<file path="src/rtl/datapath_controller.sv">
// rtl/datapath_controller.sv - instruction sequencer driving the 8-bit register-file/ALU datapath
// Optional build macro: CTRL_SINGLE_STEP_EN (adds stepMode/step single-step gating of acceptance)
module datapath_controller #(
  parameter int CNT_W = 8
) (
  input  logic             clk,
  input  logic             reset,
`ifdef CTRL_SINGLE_STEP_EN
  input  logic             stepMode,
  input  logic             step,
`endif
  input  logic             instrValid,
  input  logic [15:0]      instr,
  output logic             instrReady,
  output logic             writeEnable,
  output logic             muxSel,
  output logic [7:0]       inputData,
  output logic [3:0]       dstSel,
  output logic [3:0]       A_sel,
  output logic [3:0]       B_sel,
  output logic [3:0]       OP_Sel,
  output logic             halted,
  output logic             illegalOp,
  output logic [CNT_W-1:0] instrCount
);

  typedef enum logic [2:0] {S_IDLE, S_SETUP, S_WRITE, S_RETIRE, S_HALTED} state_t;

  localparam logic [3:0] OP_NOP   = 4'hD;
  localparam logic [3:0] OP_HALT  = 4'hE;
  localparam logic [3:0] OP_LOADI = 4'hF;

  function automatic logic is_alu(input logic [3:0] op);
    return (op == 4'h0) || ((op >= 4'h4) && (op <= 4'h9));
  endfunction

  function automatic logic is_legal(input logic [3:0] op);
    return is_alu(op) || (op == OP_LOADI) || (op == OP_NOP) || (op == OP_HALT);
  endfunction

  state_t           state_q, state_d;
  logic [15:0]      instr_q, instr_d;
  logic [CNT_W-1:0] cnt_q, cnt_d;
  logic             ready_q, ready_d;
  logic             halted_q, halted_d;
  logic             illegal_q, illegal_d;
  logic             arm_q, arm_d;
  logic             accept;
  logic             step_ok;

  logic       we_q, we_d;
  logic       mux_q, mux_d;
  logic [7:0] data_q, data_d;
  logic [3:0] dst_q, dst_d;
  logic [3:0] a_q, a_d;
  logic [3:0] b_q, b_d;
  logic [3:0] op_q, op_d;

  // Next-state and bookkeeping for the posedge FSM (handshake, counter, sticky flags)
  always_comb begin
    state_d   = state_q;
    instr_d   = instr_q;
    cnt_d     = cnt_q;
    illegal_d = illegal_q;
    arm_d     = arm_q;
    accept    = ready_q && instrValid;
`ifdef CTRL_SINGLE_STEP_EN
    // A single armed bit: extra pulses before acceptance collapse into one
    if (step && (state_q != S_HALTED)) arm_d = 1'b1;
`endif
    case (state_q)
      S_IDLE: begin
        if (accept) begin
          instr_d   = instr;
          state_d   = S_SETUP;
          illegal_d = illegal_q | ~is_legal(instr[15:12]);
          arm_d     = 1'b0;
        end
      end
      S_SETUP:  state_d = (is_alu(instr_q[15:12]) || (instr_q[15:12] == OP_LOADI)) ? S_WRITE : S_RETIRE;
      S_WRITE:  state_d = S_RETIRE;
      S_RETIRE: begin
        cnt_d   = cnt_q + CNT_W'(1);
        state_d = (instr_q[15:12] == OP_HALT) ? S_HALTED : S_IDLE;
      end
      S_HALTED: state_d = S_HALTED;
      default:  state_d = S_IDLE;
    endcase
`ifdef CTRL_SINGLE_STEP_EN
    step_ok = !stepMode || arm_d;
`else
    step_ok = 1'b1;
`endif
    ready_d  = (state_d == S_IDLE) && step_ok;
    halted_d = (state_d == S_HALTED);
  end

  // FSM state, latched instruction, retire counter and status flags
  always_ff @(posedge clk or posedge reset) begin
    if (reset) begin
      state_q   <= S_IDLE;
      instr_q   <= '0;
      cnt_q     <= '0;
      ready_q   <= 1'b1;
      halted_q  <= 1'b0;
      illegal_q <= 1'b0;
      arm_q     <= 1'b0;
    end else begin
      state_q   <= state_d;
      instr_q   <= instr_d;
      cnt_q     <= cnt_d;
      ready_q   <= ready_d;
      halted_q  <= halted_d;
      illegal_q <= illegal_d;
      arm_q     <= arm_d;
    end
  end

  // Datapath controls: selects load in SETUP and hold; write enable only in WRITE
  always_comb begin
    we_d   = 1'b0;
    mux_d  = mux_q;
    data_d = data_q;
    dst_d  = dst_q;
    a_d    = a_q;
    b_d    = b_q;
    op_d   = op_q;
    case (state_q)
      S_SETUP: begin
        dst_d = instr_q[11:8];
        a_d   = instr_q[7:4];
        b_d   = instr_q[3:0];
        mux_d = (instr_q[15:12] == OP_LOADI);
        if (instr_q[15:12] == OP_LOADI) data_d = instr_q[7:0];
        if (is_alu(instr_q[15:12]))     op_d   = instr_q[15:12];
      end
      S_WRITE: we_d = 1'b1;
      default: ;
    endcase
  end

  // Registered on negedge so writeEnable moves only while clk is low (clean gated write clock)
  always_ff @(negedge clk or posedge reset) begin
    if (reset) begin
      we_q   <= 1'b0;
      mux_q  <= 1'b0;
      data_q <= '0;
      dst_q  <= '0;
      a_q    <= '0;
      b_q    <= '0;
      op_q   <= '0;
    end else begin
      we_q   <= we_d;
      mux_q  <= mux_d;
      data_q <= data_d;
      dst_q  <= dst_d;
      a_q    <= a_d;
      b_q    <= b_d;
      op_q   <= op_d;
    end
  end

  assign instrReady  = ready_q;
  assign writeEnable = we_q;
  assign muxSel      = mux_q;
  assign inputData   = data_q;
  assign dstSel      = dst_q;
  assign A_sel       = a_q;
  assign B_sel       = b_q;
  assign OP_Sel      = op_q;
  assign halted      = halted_q;
  assign illegalOp   = illegal_q;
  assign instrCount  = cnt_q;

endmodule
</file>
<file path="config.mk">
export PLATFORM = sky130hd
export DESIGN_NAME = datapath_controller
export DESIGN_NICKNAME = d
export VERILOG_FILES = /design/src/rtl/datapath_controller.sv
export SDC_FILE = /design/constraint.sdc
export NUM_CORES = 1
export LEC_CHECK = 0
export BUFFER_PORTS_ARGS = -buffer_cell sky130_fd_sc_hd__buf_4
export CORE_MARGIN = 2
export CORE_UTILIZATION = 56
export DETAILED_ROUTE_END_ITERATION = 10
export PLACE_DENSITY_LB_ADDON = 0.05
export SKIP_LAST_GASP = 1
export SLEW_MARGIN = 20
export SYNTH_ARGS = -nofsm -noshare
export SYNTH_HDL_FRONTEND = slang
export SYNTH_SLANG_ARGS = --single-unit
</file>
<file path="constraint.sdc">
create_clock -name clk -period 3.65 [get_ports clk]
set_input_delay 0.73 -clock clk [delete_from_list [all_inputs] [get_ports clk]]
set_output_delay 0.73 -clock clk [all_outputs]
set_load 0.1 [all_outputs]
</file>
==> qor.txt <==
Largest net degree at the start of global routing - 24
Min-Delay Path Class - in2async
Critical Path Sink Type - output port
Root buffer cell - clkbuf_8
CTS tree - done
Top_reg_cell synth - dfrtp_1
Most Used Layer, Global Route - met2
Pre-Repair DR Iteration Count - 4
Routed wire length - 3.987 mm
Maximum capacitance violations - 0
Share of cells above drive strength 1 - 0.4533
Synth async-reset ratio - 1.000
Clk buf depth - 2
M3 GR Usage - 0.08446
Avg Inst Size Synth - 14.82 um^2
Filler cells - 252
Status - complete, no violations
Core Area - 3744 um^2
Die area - 4490 um^2
Global route overflow - 0
Reg clk slew, reported paths - 90 ps
# DRC - 0
Antenna Cells - 0
Worst Path Buf+Inv - 1
GRT Util Overall - 0.2149
Die width - 67.01 um
First-pass GRT wire length - 6.768 mm
WL/cell - 15.22 um
Clock skew - 8.924 ps
Post-Synthesis Cells - 150
Initial drt markers - 64
CTS resizes - 0
Worst-skew pair later-pin latency - 300 ps
Post-CTS Setup Repair Bufs - 0
Post-synthesis sequential area ratio - 0.6308
Register area - 1403 um^2
Final RePlAce weighted congestion - 0.7308
Area delta synth->final - 26.28%
# setup viols final - 0
Cell Chain, Critical Path - buf_4
Yosys warning count - 0
Clk sinks - 56
M1 GR Usage - 0.2748
Die Ht - 67.01 um
Crit Path Class - reg2out
Crit path launch type - flop
Library cells used by synthesis - 31
Critical path's slowest cell - dfrtn_1
Net Count, Synth - 170
Syn Std Cell Area - 2223 um^2
Routed Antenna Nets - 0
Max FO, Critical Path - 2
Sum of negative setup slack - 0 ps
Number of synthesized register bits - 56
WP data required - 2920 ps
M2 GR Usage - 0.3317
Hold buffer count at CTS - 0
CTS buffer count - 5
Data arrival, critical path - 2860 ps
Least-Margin Pin Slew - 328.7 ps
Delay-heaviest family, CP - flip-flops
RSZ-0062 raised after global routing - no
CP max stage delay - 430 ps
Hold Vio Cnt, Final - 0
Relative slew slack - 0.7809
Number of global-route vias before repair - 1412
Via density - 5.332
Initial antenna violation count - 0
Ports - 56
H-tree levels - 2
Nets@finish - 233
Vias - 1397
Post-synth EDFFs - 0
DP Wirelength - 2.923 mm
Area of the multi-input gates - 778.2 um^2
Row count - 22
Initial Util - 0.5939
IO Port Bufs - 55
Slew Viols, Final - 0
[cells in the mapped netlist, types with 2 or more instances]
cell | number | area [um^2]
nand2_1 | 7 | 26.28
dfrtn_1 | 26 | 650.6
nor2_1 | 4 | 15.01
mux2_1 | 20 | 225.2
dfrtp_1 | 29 | 725.7
a21o_1 | 2 | 15.01
inv_1 | 4 | 15.01
mux2_2 | 20 | 225.2
xnor2_1 | 6 | 52.55
a21oi_1 | 3 | 15.01
xor2_1 | 2 | 17.52
o21ai_0 | 4 | 20.02
buf_6 | 2 | 22.52
nand4_1 | 3 | 18.77
nand4b_1 | 2 | 17.52
[layout by cell type, fill, tap and decap left out, drive strengths merged]
| master | instances |
|---|---|
| a21o | 2 |
| a21oi | 3 |
| a311o | 1 |
| and2 | 1 |
| and4b | 1 |
| buf | 59 |
| clkbuf | 6 |
| clkinv | 2 |
| clkinvlp | 1 |
| dfrtn | 26 |
| dfrtp | 29 |
| dfstp | 1 |
| ha | 1 |
| inv | 3 |
| mux2 | 40 |
| nand2 | 8 |
| nand3 | 1 |
| nand3b | 1 |
| nand4 | 3 |
| nand4b | 2 |
| nor2 | 6 |
| nor3b | 1 |
| nor4 | 1 |
| o211ai | 1 |
| o21ai | 4 |
| o32ai | 1 |
| or2 | 1 |
| xnor2 | 6 |
| xor2 | 2 |
[state kept, by name (all words and copies together), names as in the netlist]
signal,flops
state_q,3
instr_q,16
B_sel,4
dstSel,4
writeEnable,1
halted,1
instrCount,8
muxSel,1
instrReady,1
A_sel,4
illegalOp,1
inputData,8
OP_Sel,4
[layer usage]
metal	vias to the layer above	wire (um)
met3	2	243
li1	656	-
met4	0	24
met1	697	1740
met5	-	0
met2	42	1978
[cell families after synthesis]
kind of cell / Yosys count / share of synthesized area
flops: 56 / 0.6308
fa+ha+maj: 1 / 0.005627
xor+xnor: 8 / 0.03152
simple gates: 26 / 0.07373
mux: 40 / 0.2026
buf+inv: 7 / 0.01913
compound gates: 12 / 0.03657
[layout make-up]
type | instances | area share
Clock buffer | 6 | 0.02941
Tap cell | 48 | 0.02139
Clock inverter | 2 | 0.003565
Multi-Input combinational cell | 87 | 0.2772
Sequential cell | 56 | 0.4996
Timing Repair Buffer | 59 | 0.1622
Inverter | 4 | 0.006684
[metrics by stage]
stage / hold WS, ps / setup slack [ps] / utilization / instance area [um^2] / std cells
6_report: 338.5 / 57.26 / 0.7500 / 2808 / 262
5_1_grt: 314.1 / 14.06 / 0.7500 / 2808 / 262
4_1_cts: 325.6 / 46.15 / 0.7500 / 2808 / 262
3_5_place_dp: 445.6 / 318.0 / 0.7253 / 2715 / 254
3_3_place_gp: 436.2 / 375.7 / 0.7253 / 2715 / 254
2_1_floorplan: 450.3 / 131.6 / - / 2227 / 150
[worst paths after layout]
kind / from / to / slack, ps / depth (start not counted)
min in group clk: muxSel / muxSel / 440 / 1
hold reg to reg: muxSel / muxSel / 440 / 1
setup reg to reg: state_q[2] / inputData[2] / 310 / 4
hold / removal: reset / instr_q[8] / 340 / 2
max in group asynchronous: reset / A_sel[1] / 1130 / 3
setup / recovery: inputData[6] / inputData[6] / 60 / 1
Power is left out: the tool's default activity adds up to more than one toggle a clock period on the data nets, which glitch-free logic cannot reach.
